--- src/rtl/sam_con_stream.sv ---
// Streaming 1-D convolution of signed samples against a serially loaded ternary kernel,
// with valid/ready input, strided output decimation and an optional zero-padded flush tail.
module sam_con_stream #(
    parameter int DATA_W      = 32,
    parameter int KERNEL_SIZE = 8,
    parameter int STRIDE      = 1,
    parameter int PAD_MODE    = 0,
    parameter int OUT_W       = DATA_W + $clog2(KERNEL_SIZE) + 1
) (
    input  logic                     Clk,
    input  logic                     Rst_n,
    input  logic                     Kernel_Load_En,
    input  logic [1:0]               Kernel_Serial_Input,
    input  logic                     Data_In_Valid,
    output logic                     Data_In_Ready,
    input  logic signed [DATA_W-1:0] Data_In,
    input  logic                     Last_Data_In,
    output logic                     Data_Out_Valid,
    output logic signed [OUT_W-1:0]  Data_Out,
    output logic                     Last_Data_Out
);

    localparam int FILL_W = $clog2(KERNEL_SIZE + 1);
    localparam int PH_W   = (STRIDE > 1) ? $clog2(STRIDE) : 1;
    localparam int FL_W   = $clog2(KERNEL_SIZE);

    typedef enum logic [1:0] {IDLE, RUN, FLUSH} state_t;

    state_t                    state_reg, state_next;
    logic [1:0]                kernel_reg [KERNEL_SIZE];
    logic signed [DATA_W-1:0]  window_reg [KERNEL_SIZE];
    logic [FILL_W-1:0]         fill_reg;
    logic [PH_W-1:0]           phase_reg;
    logic [FL_W-1:0]           flush_reg;
    logic                      valid_reg, last_reg;
    logic signed [OUT_W-1:0]   data_reg;

    logic                      accept, inject, shift_en, kernel_load;
    logic                      complete, emit, final_pos;
    logic signed [DATA_W-1:0]  sample_in;
    logic signed [DATA_W-1:0]  shifted [KERNEL_SIZE];
    logic signed [OUT_W-1:0]   term    [KERNEL_SIZE];
    logic signed [OUT_W-1:0]   sum;

    assign Data_In_Ready  = Rst_n && (state_reg != FLUSH);
    assign accept         = Data_In_Valid && Data_In_Ready;
    assign inject         = (state_reg == FLUSH);
    assign shift_en       = accept || inject;
    assign sample_in      = inject ? '0 : Data_In;
    // A valid sample in IDLE takes priority over a kernel load request.
    assign kernel_load    = (state_reg == IDLE) && !Data_In_Valid && Kernel_Load_En;
    assign complete       = fill_reg >= FILL_W'(KERNEL_SIZE - 1);
    assign emit           = shift_en && complete && (phase_reg == '0);
    assign final_pos      = (accept && Last_Data_In && (PAD_MODE == 0)) ||
                            (inject && (flush_reg == FL_W'(KERNEL_SIZE - 2)));

    // The window as it will look after this cycle's shift; the result is taken from it.
    generate
        for (genvar gi = 0; gi < KERNEL_SIZE - 1; gi++) begin : g_shift
            assign shifted[gi] = window_reg[gi+1];
        end
    endgenerate
    assign shifted[KERNEL_SIZE-1] = sample_in;

    generate
        for (genvar gi = 0; gi < KERNEL_SIZE; gi++) begin : g_term
            logic signed [OUT_W-1:0] ext;
            assign ext      = {{(OUT_W-DATA_W){shifted[gi][DATA_W-1]}}, shifted[gi]};
            assign term[gi] = (kernel_reg[gi] == 2'b01) ? ext :
                              (kernel_reg[gi] == 2'b11) ? -ext : '0;
        end
    endgenerate

    always_comb begin
        sum = '0;
        for (int j = 0; j < KERNEL_SIZE; j++) begin
            sum = sum + term[j];
        end
    end

    always_comb begin
        state_next = state_reg;
        case (state_reg)
            IDLE, RUN: begin
                if (accept) begin
                    if (Last_Data_In) begin
                        state_next = (PAD_MODE != 0) ? FLUSH : IDLE;
                    end else begin
                        state_next = RUN;
                    end
                end
            end
            FLUSH: begin
                if (flush_reg == FL_W'(KERNEL_SIZE - 2)) begin
                    state_next = IDLE;
                end
            end
            default: state_next = IDLE;
        endcase
    end

    always_ff @(posedge Clk or negedge Rst_n) begin
        if (!Rst_n) begin
            state_reg <= IDLE;
            fill_reg  <= '0;
            phase_reg <= '0;
            flush_reg <= '0;
            valid_reg <= 1'b0;
            last_reg  <= 1'b0;
            data_reg  <= '0;
            for (int j = 0; j < KERNEL_SIZE; j++) begin
                kernel_reg[j] <= 2'b00;
                window_reg[j] <= '0;
            end
        end else begin
            state_reg <= state_next;
            valid_reg <= emit;
            last_reg  <= final_pos;
            if (emit) begin
                data_reg <= sum;
            end
            if (kernel_load) begin
                for (int j = 0; j < KERNEL_SIZE - 1; j++) begin
                    kernel_reg[j] <= kernel_reg[j+1];
                end
                kernel_reg[KERNEL_SIZE-1] <= Kernel_Serial_Input;
            end
            if (final_pos) begin
                fill_reg  <= '0;
                phase_reg <= '0;
                flush_reg <= '0;
                for (int j = 0; j < KERNEL_SIZE; j++) begin
                    window_reg[j] <= '0;
                end
            end else if (shift_en) begin
                for (int j = 0; j < KERNEL_SIZE; j++) begin
                    window_reg[j] <= shifted[j];
                end
                if (fill_reg != FILL_W'(KERNEL_SIZE)) begin
                    fill_reg <= fill_reg + 1'b1;
                end
                if (complete) begin
                    phase_reg <= (phase_reg == PH_W'(STRIDE - 1)) ? '0 : phase_reg + 1'b1;
                end
                if (inject) begin
                    flush_reg <= flush_reg + 1'b1;
                end
            end
        end
    end

    assign Data_Out_Valid = valid_reg;
    assign Data_Out       = data_reg;
    assign Last_Data_Out  = last_reg;

endmodule

--- config.mk ---
export PLATFORM = sky130hd
export DESIGN_NAME = sam_con_stream
export DESIGN_NICKNAME = d
export VERILOG_FILES = /design/src/rtl/sam_con_stream.sv
export SDC_FILE = /design/constraint.sdc
export NUM_CORES = 1
export LEC_CHECK = 0
export CAP_MARGIN = 20
export CORE_ASPECT_RATIO = 1.1
export CORE_MARGIN = 2
export CORE_UTILIZATION = 55
export DETAILED_ROUTE_END_ITERATION = 8
export PLACE_DENSITY = 0.77
export SYNTH_ARGS = -nofsm -noshare
export SYNTH_HDL_FRONTEND = slang
export SYNTH_SLANG_ARGS = --single-unit
--- constraint.sdc ---
create_clock -name Clk -period 11.9 [get_ports Clk]
set_input_delay 1.785 -clock Clk [delete_from_list [all_inputs] [get_ports Clk]]
set_output_delay 1.785 -clock Clk [all_outputs]
set_load 0.03 [all_outputs]
### Word-level counts from Yosys, hierarchy flattened

Cells that the tools add are included.
Widths: inputs -> output; s select.

| storage, ports and cells | value |
|---|---|
| bits in registers | 288 |
| input bits | 39 |
| word-level logic and storage cells | 119 |

| operators by class | value |
|---|---|
| add/sub/neg operators | 18 |
| order comparisons | 1 |
| equal/unequal tests | 23 |
| mux-type cells | 33 |
| bitwise logic cells | 1 |
| reductions and logical operators | 21 |

Operators by type and width:

| kind | count |
|---|---|
| $mux 36 | 16 |
| $mux 224 | 2 |
| $neg 36->36 | 8 |
| $add 36x36->36 | 7 |
| $mux 32 | 1 |
| $eq 2x1->1 const B | 9 |
| $eq 2x2->1 const B | 9 |
| $mux 4 | 3 |
| $mux 3 | 3 |
| $logic_and 1x1->1 | 8 |
| $reduce_and 2->1 | 4 |
| $reduce_bool 2->1 | 4 |
| $mux 1 | 5 |
| $add 4x1->4 const B | 1 |
| $ge 4x3->1 const B | 1 |
| $mux 2 | 2 |
| $ne 2x2->1 const B | 2 |
| $ne 4x4->1 const B | 1 |
| $pmux 2 s2 | 1 |
| $add 3x1->3 const B | 1 |
| $eq 3x3->1 const B | 1 |
| $logic_not 2->1 | 1 |
| $logic_or 1x1->1 | 2 |
| $ne 2x1->1 const B | 1 |
| other kinds (4) | 4 |

### Depth between registers and ports, before layout

| logic depth | value |
|---|---|
| depth in word-level cells | 10 |
| depth in mapped cells | 28 |

### Least setup slack after synthesis

No wires, ideal clock.

| timing path | value |
|---|---|
| kind | input to register |
| start | input port Data_In[10] |
| end | register data_reg[35] (netlist: Data_Out[35]) |
| data arrival time | 7890 ps |
| setup slack | 3883 ps |
| cell stages on the path | 24 |
| buffers on the path | 0 |
| cell sequence | or4_1 -> or4_1 -> or3_1 -> or2_2 -> o31ai_1 -> xnor2_1 -> and2_1 -> fa_1 -> fa_1 -> fa_1 -> inv_1 -> fa_1 -> inv_1 -> ha_1 -> a21oi_1 -> o21ai_0 -> a211oi_1 -> a21o_1 -> a31oi_1 -> a211o_1 -> nand3_1 -> a31o_2 -> xor2_1 -> o21ai_1 |

| on the way | value |
|---|---|
| cells in the longest elaborated chain, start to end | 5 |

Ends and longest elaborated chain:

| what | RTL line | text |
|---|---|---|
| start, declared | 16 | `input logic signed [DATA_W-1:0] Data_In,` |
| $mux 32 * | 49 | `assign sample_in = inject ? '0 : Data_In;` |
| $neg 36->36 | 70 | `(kernel_reg[gi] == 2'b11) ? -ext : '0;` |
| $mux 36 | 70 |  |
| $mux 36 * | 69 | `assign term[gi] = (kernel_reg[gi] == 2'b01) ? ext :` |
| $add 36x36->36 * | 77 | `sum = sum + term[j];` |
| end signal, assigned | 120 | `data_reg <= sum;` |
| end, declared | 36 | `logic signed [OUT_W-1:0] data_reg;` |

Mark *: on every way between the ends. The rest lies on a longest branch, timed or not.
A chain may end at the register's enable or synchronous reset.

### Final worst setup path

| timing path | value |
|---|---|
| start | input port Data_In[2] |
| end | register data_reg[30] (netlist: Data_Out[30]) |

Same word-level chain as after synthesis.

==> out/qor.csv <==
metric;value;unit
outcome;completed;
max-cap violations;0;
Critical Path End;Data_Out[30];
Die Height;229;µm
GRT overflow;0;
Power, Total;8090;µW
RePlAce Congestion;0.937;
post-route design area;0.0276;mm²
min cycle time layout;9.00;ns
worst r2r path cells;24;
max_slew headroom;29.7;%
critical path class;input port to register;
Worst Path Arrival;9.43;ns
CTS Buffer Depth;3;
Pleak;0.0123;µW
Layout fillers;3955;
post-route clock period utilization;75.6;%
Worst Tran Pin Value;1.05;ns
average wire per standard cell;20.3;µm
internal power;3970;µW
Post-synth EDFFs;0;
Critical Path RT;12.33;ns
initial antenna violation count;0;
detailed router's first-iteration violation count;1644;
max FFs per register;224;
setup_tns;0;ns
min-delay worst type;register to register;
Final setup viols;0;
post-place instance area;0.0263;mm²
Avg Cell Area, Syn;8.68;µm²
Power Density;294;mW/mm²
H-tree levels;2;
clock sink total;283;
first-pass GRT wire length;114000;µm
layout cells sized above 1;4.95;%
skew final;0.0320;ns
Total GRT Usage;30.7;%
antenna-violating nets left;0;
Setup crit start;Data_In[2];
Highest Clock Rate;0.111;GHz
clock root buffer;clkbuf_16;
Ys Warns;0;
# diodes;0;
clock transition at the registers of the reported paths;0.06;ns
Async S/R FF share, synth;100;%
row cnt;82;
Final Max Tran Viols;0;
CTS tree;built;
Die Wd;208;µm
synthesized area;0.0252;mm²
core region area;0.0455;mm²
RSZ-0062 raised after global routing;false;
Sw Ratio;51.0;%
area grow syn2layout;9.33;%
DR pass1 iterations;5;
residual DRC count;0;
largest net degree at the start of global routing;233;
Reg power frac;15.7;%
Startpoint Class;input port;
Ports;78;
Syn Inst Count;2903;
syn nets;3195;
Worst Path Max Fanout;6;
Starting Density;55.4;%
Inserted Clock Buffers;36;
PostCTS Resize Cnt;0;
# nets final;3175;
R2R Setup Slk;4.11;ns
postcts setup bufs;0;
latest clock arrival within the worst-skew pair;0.57;ns
PortBufs;77;
Worst R2R Start;g_term[4].ext[2];
Synth Register Bits;283;
synth unique cells;75;
worst r2r dst;Data_Out[30];
Die Area;0.0476;mm²
vias in the first global route;20700;
clock power share;14.5;%
HPWL Detailed;54100;µm
element type at the critical path end;register;
CTS Hold Bufs;0;
Max VDD drop;257;µV
Hold Vio Cnt, Final;0;
Comb pwr share;69.8;%
Vias;20300;
switching power;4120;µW
register area share after synthesis;28.1;%
total wire length;71100;µm
Via density;5.80;
top_reg_cell synth;dfrtp_1;
placed cells by master, fill, tap and decap left out, types with 10 or more instances in the layout:
cell type        instances
o21ai_0                352
clkbuf_16               38
or3_1                   44
or4_1                   31
nor2b_1                 17
xnor2_1                246
nor4_1                  18
a21o_1                  25
inv_1                  256
buf_4                   22
o31ai_1                 88
nand2_1                459
and3_1                  10
dfrtp_1                283
fa_1                   207
nor2_1                  34
o21a_1                  14
xor2_1                  27
and2_1                 155
clkdlybuf4s50_1         75
o41ai_1                 27
mux2_2                  16
ha_1                    46
nor3_1                  12
nand2b_1               228
a21oi_1                 37
or2_2                   14
Yosys cell counts (3+ instances only):
master	number	area share, %
and2_1	155	3.8
buf_6	4	0.18
nor2_1	34	0.51
and3_1	10	0.25
or3_4	3	0.13
fa_1	207	16
o41ai_1	27	0.94
nand3b_1	4	0.12
xor2_1	27	0.94
nor3b_1	4	0.12
dfrtp_1	283	28
a21boi_0	7	0.21
xnor2_1	246	8.5
or3_1	44	1.1
mux2_2	16	0.71
a211oi_1	5	0.15
or3_2	3	0.089
ha_1	46	2.3
buf_1	4	0.060
or2_2	14	0.35
nor2b_1	17	0.42
a211o_1	4	0.14
inv_1	256	3.8
or4_4	4	0.18
a21oi_1	37	0.73
a31oi_1	3	0.074
o311ai_0	6	0.21
nand2_1	460	6.9
nor3_1	12	0.24
o21ai_0	352	7.0
or4_1	31	0.92
nand3_1	9	0.18
nor4b_1	3	0.10
clkbuf_1	145	2.2
a21o_1	25	0.74
o31ai_1	88	2.6
nor4_1	18	0.45
nand4_1	4	0.099
mux2i_1	5	0.20
nand2b_1	228	5.7
o21a_1	14	0.42
through the flow:
stage	setup WS, ns	hold slack, ns	util (%)	std cells
2_1_floorplan	3.88	0.451	-	2903
3_3_place_gp	2.52	0.460	57.8	3431
3_5_place_dp	2.44	0.462	57.8	3431
4_1_cts	3.01	0.477	60.5	3497
5_1_grt	2.42	0.496	60.6	3499
6_report	2.90	0.470	60.6	3499
cell type report:
type | count | area [µm²] | area share, %
Multi-Input combinational cell | 2205 | 16500 | 60.0
Clock buffer | 46 | 1020 | 3.71
Timing Repair Buffer | 101 | 993 | 3.61
Clock inverter | 20 | 235 | 0.854
Tap cell | 588 | 736 | 2.67
Inverter | 256 | 961 | 3.49
Sequential cell | 283 | 7080 | 25.7
worst min path at each step:
| stage | startpoint | to | slack (ns) | cells past startpoint |
|---|---|---|---|---|
| after floorplan | state_reg[0] | state_reg[0] | 0.45 | 2 |
| after global placement | Data_Out[2] | Data_Out[2] | 0.46 | 2 |
| after detailed placement | Data_Out[2] | Data_Out[2] | 0.46 | 2 |
| after CTS | Data_Out[2] | Data_Out[2] | 0.48 | 2 |
| after global routing | Data_Out[2] | Data_Out[2] | 0.50 | 2 |
| final | Data_Out[2] | Data_Out[2] | 0.47 | 2 |
kinds of logic (layout without fill, tap and decap cells):
family / Yosys count / in the layout / synth area share (%)
simple gates: 1069 / 1069 / 22.0
compound gates: 586 / 586 / 14.1
buf+inv: 415 / 423 / 6.38
flops: 283 / 283 / 28.1
xor+xnor: 276 / 276 / 9.71
fa+ha+maj: 253 / 253 / 18.7
mux: 21 / 21 / 0.914
power groups by stage:
stage | clock network, µW | registers [µW] | logic, µW
4_1_cts | 1190 | 1280 | 5590
3_5_place_dp | 0 | 1290 | 5550
5_1_grt | 1230 | 1290 | 6320
6_report | 1170 | 1270 | 5650
2_1_floorplan | 0 | 1280 | 3940
3_3_place_gp | 0 | 1290 | 5460
worst max-delay path, stage by stage:
cell             delay [ns]
clkdlybuf4s50_1        0.51
nor4_1                 0.49
nor4b_1                0.67
nand3b_1               0.31
or3_1                  0.51
or2_2                  0.33
o21ai_0                0.22
xnor2_1                0.09
and2_1                 0.18
fa_1                   0.50
fa_1                   0.54
fa_1                   0.55
inv_1                  0.05
fa_1                   0.53
inv_1                  0.04
ha_1                   0.37
a21o_1                 0.19
a21oi_1                0.14
o21ai_0                0.12
a21oi_1                0.22
o31ai_1                0.13
a41o_1                 0.30
o21ai_0                0.48
o21ai_0                0.14
routing by layer:
layer  up-vias  global-route usage, %  wire (µm)
met4         0                   18.1       4610
met1     10000                   35.8      26900
li1       9431                      -          -
met2       632                   54.1      36000
met5         -                      0          0
met3       195                   3.89       3560
Note: power is estimated with default switching activity, not from simulation.
